<file path="config.mk">
export PLATFORM = sky130hd
export DESIGN_NAME = postage_deadlock_monitor_param
export DESIGN_NICKNAME = d
export VERILOG_FILES = /design/src/rtl/postage_deadlock_monitor_param.sv
export SDC_FILE = /design/constraint.sdc
export NUM_CORES = 1
export LEC_CHECK = 0
export BUFFER_PORTS_ARGS = -buffer_cell sky130_fd_sc_hd__buf_2
export CORE_MARGIN = 2
export CORE_UTILIZATION = 49
export DETAILED_ROUTE_END_ITERATION = 8
export GPL_TIMING_DRIVEN = 0
export PLACE_DENSITY_LB_ADDON = 0.12
export SYNTH_ARGS = -nofsm -noshare
export SYNTH_HDL_FRONTEND = slang
export SYNTH_SLANG_ARGS = --single-unit
</file>
<file path="constraint.sdc">
create_clock -name clock -period 3.7 [get_ports clock]
set_input_delay 0.37 -clock clock [delete_from_list [all_inputs] [get_ports clock]]
set_output_delay 0.37 -clock clock [all_outputs]
set_load 0.01 [all_outputs]
</file>
<file path="src/rtl/postage_deadlock_monitor_param.sv">
// Deadlock monitor for an HLS dataflow region: persistence-filtered blocked flags,
// live per-channel info, and an optional sticky first-deadlock snapshot with event count.

module postage_deadlock_persist #(
  parameter int HOLD_CYCLES = 1,
  parameter int CNT_W       = 1
) (
  input  logic clock,
  input  logic reset_n,
  input  logic sig,
  output logic q
);
  logic [CNT_W-1:0] cnt;

  always_ff @(posedge clock) begin
    if (!reset_n)                          cnt <= '0;
    else if (!sig)                         cnt <= '0;
    else if (cnt != CNT_W'(HOLD_CYCLES))   cnt <= cnt + CNT_W'(1);
  end

  assign q = (cnt == CNT_W'(HOLD_CYCLES));
endmodule

module postage_deadlock_monitor_param #(
  parameter int NUM_AXIS    = 10,
  parameter int NUM_INST    = 1,
  parameter int HOLD_CYCLES = 1,
  parameter int CNT_W       = $clog2(HOLD_CYCLES + 1),
  parameter int IDX_W       = $clog2(NUM_AXIS + 1),
  parameter int EVT_W       = 16
) (
  input  logic                         clock,
  input  logic                         reset_n,
  input  logic [NUM_AXIS-1:0]          axis_block_sigs,
  input  logic [NUM_INST-1:0]          inst_idle_sigs,
  input  logic [NUM_INST-1:0]          inst_block_sigs,
  input  logic                         sticky_en,
  input  logic                         clear,
  output logic [NUM_AXIS*NUM_AXIS-1:0] axis_block_info,
  output logic                         block,
  output logic [IDX_W-1:0]             first_idx,
  output logic                         first_valid,
  output logic [EVT_W-1:0]             event_count
);
  localparam int INFO_W = NUM_AXIS * NUM_AXIS;

  logic [NUM_AXIS-1:0] q;
  logic [INFO_W-1:0]   live_info, snapshot;
  logic                raw_sub, sub_q, blk_live, blk_live_d, blk_sticky, rise;
  logic [IDX_W-1:0]    lowest;

  for (genvar i = 0; i < NUM_AXIS; i++) begin : g_ch
    localparam logic [NUM_AXIS-1:0] MASK = ~(NUM_AXIS'(1) << i);
    postage_deadlock_persist #(.HOLD_CYCLES(HOLD_CYCLES), .CNT_W(CNT_W)) u_persist (
      .clock   (clock),
      .reset_n (reset_n),
      .sig     (axis_block_sigs[i]),
      .q       (q[i])
    );
    assign live_info[i*NUM_AXIS +: NUM_AXIS] = q[i] ? MASK : '0;
  end

  // Region is stuck only if every instance is quiescent and at least one is blocked.
  assign raw_sub = (&(inst_block_sigs | inst_idle_sigs)) & (|inst_block_sigs);

  postage_deadlock_persist #(.HOLD_CYCLES(HOLD_CYCLES), .CNT_W(CNT_W)) u_sub_persist (
    .clock   (clock),
    .reset_n (reset_n),
    .sig     (raw_sub),
    .q       (sub_q)
  );

  assign blk_live = (|q) | sub_q;
  assign rise     = blk_live & ~blk_live_d;

  // Lowest qualifying channel; NUM_AXIS stands for the sub-instance term.
  always_comb begin
    lowest = IDX_W'(NUM_AXIS);
    for (int i = NUM_AXIS - 1; i >= 0; i--)
      if (q[i]) lowest = IDX_W'(i);
  end

  always_ff @(posedge clock) begin
    if (!reset_n) begin
      blk_live_d  <= 1'b0;
      blk_sticky  <= 1'b0;
      snapshot    <= '0;
      first_idx   <= '0;
      first_valid <= 1'b0;
      event_count <= '0;
    end else begin
      blk_live_d <= blk_live;
      if (clear) begin
        blk_sticky  <= 1'b0;
        snapshot    <= '0;
        first_idx   <= '0;
        first_valid <= 1'b0;
        event_count <= '0;
      end else begin
        if (!blk_sticky && blk_live) begin
          blk_sticky  <= 1'b1;
          snapshot    <= live_info;
          first_idx   <= lowest;
          first_valid <= 1'b1;
        end
        if (rise && event_count != '1) event_count <= event_count + EVT_W'(1);
      end
    end
  end

  assign block           = sticky_en ? blk_sticky : blk_live;
  assign axis_block_info = sticky_en ? snapshot   : live_info;
endmodule

</file>
Yosys cells after proc, flatten, opt, wreduce, memory -nomap -nowiden
Index checks and enable logic that the tools add are counted.

Add/sub/neg operators: 12. Equality and inequality tests: 1. Multiplexer cells: 33. Bitwise logic cells: 6. Reduce and logical (&&, ||, !) cells: 16.

Operators by type and width (number): $mux 100 (1); $mux 10 (9); $mux 4 (8); $reduce_and 2->1 (11); $add 16x1->16 const B (1); $ne 16x16->1 const B (1); $mux 1 (12); $add 1x1->1 const B (11); $reduce_or 10->1 (1); $mux 9 (1); $mux 2 (2); $and 1x1->1 (2); $logic_and 1x1->1 (2); $not 1->1 (2); $or 1x1->1 (2); $reduce_or 2->1 (1); $logic_not 1->1 (1).

Bits in registers: 133. Logic and storage cells: 84.

Logic depth before layout (Yosys ltp)
Depth in word-level cells: 10. Gate-level depth with buffers: 7. Gate-level depth less buffers: 6.

Hierarchy
Synthesis repeated with hierarchy kept, for this count alone.

Cell total of the unflattened synthesis: 291. Area total of the unflattened synthesis: 2612.5 um2.

By module, submodules not included: postage_deadlock_monitor_param (times used 1, cells an instance 269, area an instance 2323.5 um2, seq. area each 640.6 um2); postage_deadlock_persist (times used 11, cells an instance 2, area an instance 26.3 um2, seq. area each 20.0 um2).

Worst setup path before layout
Ideal clock, no wire load.

Path kind: reg2reg. Start point: reg event_count[0]. End point: reg event_count[9]. Library setup time: 0.070 ns. Arrival: 1.844 ns. Slack: 1.786 ns. Cell stages (with the launch flop): 8. Buffers on the path: 1. Clock period less this slack: 1.914 ns. Cells stage by stage: dfxtp_1 > ha_1 > and3_1 > and3_4 > and4_4 > clkbuf_2 > or4_1 > a21oi_1.

Longest elaborated chain between the ends: 2. Elaborated cells on any way between the ends: 3. Classes of those cells: 1 x add/sub; 1 x eq/ne; 1 x reduce/logical.

Ends and longest elaborated chain: from (decl) (RTL line 43) `output logic [EVT_W-1:0] event_count`; from (signal assigned) (RTL line 106) `if (rise && event_count != '1) event_count <= event_count + EVT_W'(1);`; parallel branches: the longest is 2 deep, another holds $add 16x1->16.

Parallel ways; which one is timed is not known. A chain may end at the register's enable or synchronous reset.

Worst setup path in the final report
Start point: reg g_ch[0].u_persist.cnt. End point: out block.

Longest elaborated chain between the ends: 3.

Ends and longest elaborated chain: from (decl) (RTL line 13) `logic [CNT_W-1:0] cnt;`; from (signal assigned) (RTL line 18) `else if (cnt != CNT_W'(HOLD_CYCLES)) cnt <= cnt + CNT_W'(1);`; $reduce_or 10->1 (RTL line 73) `assign blk_live = (|q) | sub_q;`; $or 1x1->1 (RTL line 73); $mux 1 (RTL line 111) `assign block = sticky_en ? blk_sticky : blk_live;`; to (decl) (RTL line 40) `output logic block,`.

Every way passes these cells.

==> flow_metrics.py <==
metrics = {
    "synth": {
        "yosysWarnings": 0,
        "synth_top_family_by_area": "buffers and inverters",
        "synth-edff-count": 0,
        "muxShareOfSynthArea": 0.0393,
        "ys_seq_area_frac": 0.334,
        "ys_types": 41,
        "synthXorXnorAreaFrac": 0.0102,
        "synth_ff_type": "dfxtp_1",
        "synthCells": 309,
        "synth_compound_area_frac": 0.122,
        "post_synth_fa_ha_maj_area_fraction": 0.00485,
        "avgSynthCellArea_um2": 8.35,
        "postSynth.asyncResetShare": 0,
        "synth_seq_cells": 43,
        "syn_area_mm2": 0.00258,
        "synth-simple-area-share": 0.200,
    },
    "clock_network": {
        "path_clk_slew_ns": 0.08,
        "cts-hold-fix-buffers": 0,
        "cts_resized": 0,
        "cts_setup_buffers": 0,
        "cts_tree": "built",
        "cts_buffer_depth": 2,
        "cts_root_buf": "clkbuf_8",
        "cts.sinks": 43,
        "cts_buffers": 5,
        "htreeDepth": 2,
        "clkLatencyLatePin_ns": 0.29,
    },
    "power_and_ir_drop": {
        "internal-power_uw": 821,
        "ir_drop_v": 0.000257,
        "powerDensity_mw_per_mm2": 319,
        "p_leak_uw": 0.00186,
        "power.share.sequential": 0.446,
        "power.share.switching": 0.253,
        "clkPwrFrac": 0.337,
        "net-switching-power_uw": 278,
        "power_frac_comb": 0.217,
    },
    "timing": {
        "min_period_ns": 2.23,
        "skew_ns": 0.00570,
        "worst_pin_slew_ns": 0.811,
        "max_slew_margin": 0.454,
        "worst_slack_ns": 1.47,
        "final-max-slew-violation-count": 0,
        "grt_setup_unrepaired": "no",
        "hold_viol_final": 0,
        "final-setup-viol-count": 0,
        "tns_ns": 0,
        "min_period_over_period": 0.604,
        "max_freq_mhz": 448,
    },
    "final_layout": {
        "nFillCells": 441,
        "n_antenna_cell": 0,
        "final_layout_size_suffix_gt1_frac": 0.538,
        "area_delta_synth_final_pct": 33.7,
        "nNetsFinal": 468,
    },
    "hold_path": {
        "worstHoldEndpoint": "g_ch[1].u_persist.q",
        "hold_class": "in2reg",
        "hold_depth": 2,
        "hp-start": "axis_block_sigs[1]",
    },
    "detailed_routing": {
        "totalWireLength_um": 5510,
        "drt_iter0_markers": 71,
        "ant_nets": 0,
        "vias_per_cell": 4.45,
        "drc_errors": 0,
        "firstDrtPassIters": 4,
        "routedWlPerCell_um": 10.5,
        "vias": 2325,
    },
    "grt": {
        "track_usage": 0.187,
        "overflow": 0,
        "grt_pass1_vias": 2036,
        "grt_max_degree": 14,
        "antenna_found_initial": 0,
        "grt_pass1_wl_um": 9180,
    },
    "critical_path": {
        "cp.arrival_ns": 1.86,
        "crit_type": "reg2out",
        "end_kind": "output port",
        "crit_chain": "nor4_1 -> nand3_1 -> nor2_1 -> a21oi_1 -> buf_2",
        "reg2reg_setup_slack_ns": 1.68,
        "r2r-start": "event_count[0]",
        "start_kind": "flop",
        "required_ns": 3.33,
        "path_max_fanout": 6,
        "slowest_stage": "nor4_1",
        "slowest_delay_ns": 0.56,
        "reg2reg_to": "event_count[7]",
        "r2r_cells": 7,
    },
    "floorplanning": {
        "row_count": 26,
        "core_area_mm2": 0.00511,
        "initial_core_util": 0.505,
        "die-area_mm2": 0.00586,
        "die-width_um": 76.5,
        "dieHeight_um": 76.5,
        "num_io_pins": 138,
    },
    "place": {
        "pre_cts_slack_ns": 1.49,
        "gp_congestion": 0.878,
        "dpl.hpwl_um": 4270,
        "port_buffers": 126,
    },
    "job": {
        "cap_violations": 0,
    },
    "status": {
        "status": "completed",
    },
}
[layout make-up]
type / instances / area, um^2 / area share
plain buffers: 101 / 722 / 0.209
clock buffers: 6 / 82.6 / 0.0239
clock inverters: 2 / 35.0 / 0.0102
inverters: 6 / 22.5 / 0.00653
multi-input cells: 168 / 1010 / 0.292
flip-flops and latches: 43 / 861 / 0.250
well taps: 70 / 87.6 / 0.0254
repair buffers: 126 / 631 / 0.183
[kinds of logic (layout without fill, tap and decap cells)]
family | count (synthesis) | in the layout
other cells | 1 | 10
mux | 9 | 9
xor+xnor | 3 | 3
buf+inv | 107 | 241
fa+ha+maj | 1 | 1
compound gates | 50 | 50
flops | 43 | 43
simple gates | 95 | 95
[per-layer routing]
layer  up-vias  global-route usage  wire length (um)
met5         -                   0                 0
li1       1231                   -                 -
met1      1004               0.237              2530
met2        88               0.320              2540
met3         2              0.0509               414
met4         0              0.0382                27
[worst max-delay path by stage]
stage	slack (ns)	to	depth (start not counted)	start
floorplan	1.79	event_count[9]	7	event_count[0]
CTS	1.45	block	5	g_ch[2].u_persist.q
global route	1.26	block	5	g_ch[2].u_persist.q
global placement	1.55	axis_block_info[14]	5	sticky_en
finish	1.47	block	5	g_ch[0].u_persist.q
detailed placement	1.49	axis_block_info[15]	5	sticky_en
[critical path: cells and delay by family (launching register included)]
kind | cells | cell delay [ns]
flip-flops | 1 | 0.37
AO/OA/AOI/OAI | 1 | 0.05
buffers and inverters | 1 | 0.17
AND/OR/NAND/NOR | 3 | 0.99
[layout by cell type, fill, tap and decap left out, drive strengths merged, types with 6 or more instances in the layout]
master and count:
o21ai 7, or3 6, nor2 10, a21oi 24
mux2 9, nand2 28, nand3 8, buf 220
clkbuf 13, conb 10, dfxtp 43, nor3 8
inv 6, and2 15
[state kept, by name, indices dropped and copies added (netlist names)]
signal / count
event_count: 16
g_ch.u_persist.q: 10
snapshot: 10
first_idx: 4
blk_live_d: 1
blk_sticky: 1
u_sub_persist.q: 1
[power by group through the flow]
| stage | Combinational, uW | Clock (uW) | Sequential (uW) |
|---|---|---|---|
| floorplan | 164 | 0 | 499 |
| global placement | 236 | 0 | 501 |
| detailed placement | 239 | 0 | 501 |
| CTS | 240 | 377 | 490 |
| global route | 261 | 398 | 493 |
| finish | 238 | 371 | 491 |
[per-stage QoR]
stage / utilization / total power (uW) / hold slack [ns] / instances / area, um^2
6_report: 0.675 / 1100 / 0.283 / 522 / 3450
5_1_grt: 0.675 / 1150 / 0.267 / 522 / 3450
4_1_cts: 0.675 / 1110 / 0.276 / 522 / 3450
3_5_place_dp: 0.652 / 740 / 0.450 / 514 / 3330
3_3_place_gp: 0.652 / 737 / 0.439 / 514 / 3330
2_1_floorplan: - / 664 / 0.433 / 318 / 2610
[cells in the mapped netlist, types with 4 or more instances]
cell	instances	area (um^2)
mux2_2	9	101
buf_4	90	676
o21ai_0	6	30.0
and2_1	15	93.8
o21a_1	4	30.0
o31ai_1	4	30.0
nand3_1	8	40.0
or3_1	6	37.5
dfxtp_1	43	861
nor2_1	10	37.5
nand2_1	28	105
or4_1	5	37.5
inv_1	6	22.5
nor3_1	8	40.0
clkbuf_1	6	22.5
a21oi_1	24	120
Note: power is estimated with default switching activity, not from simulation.
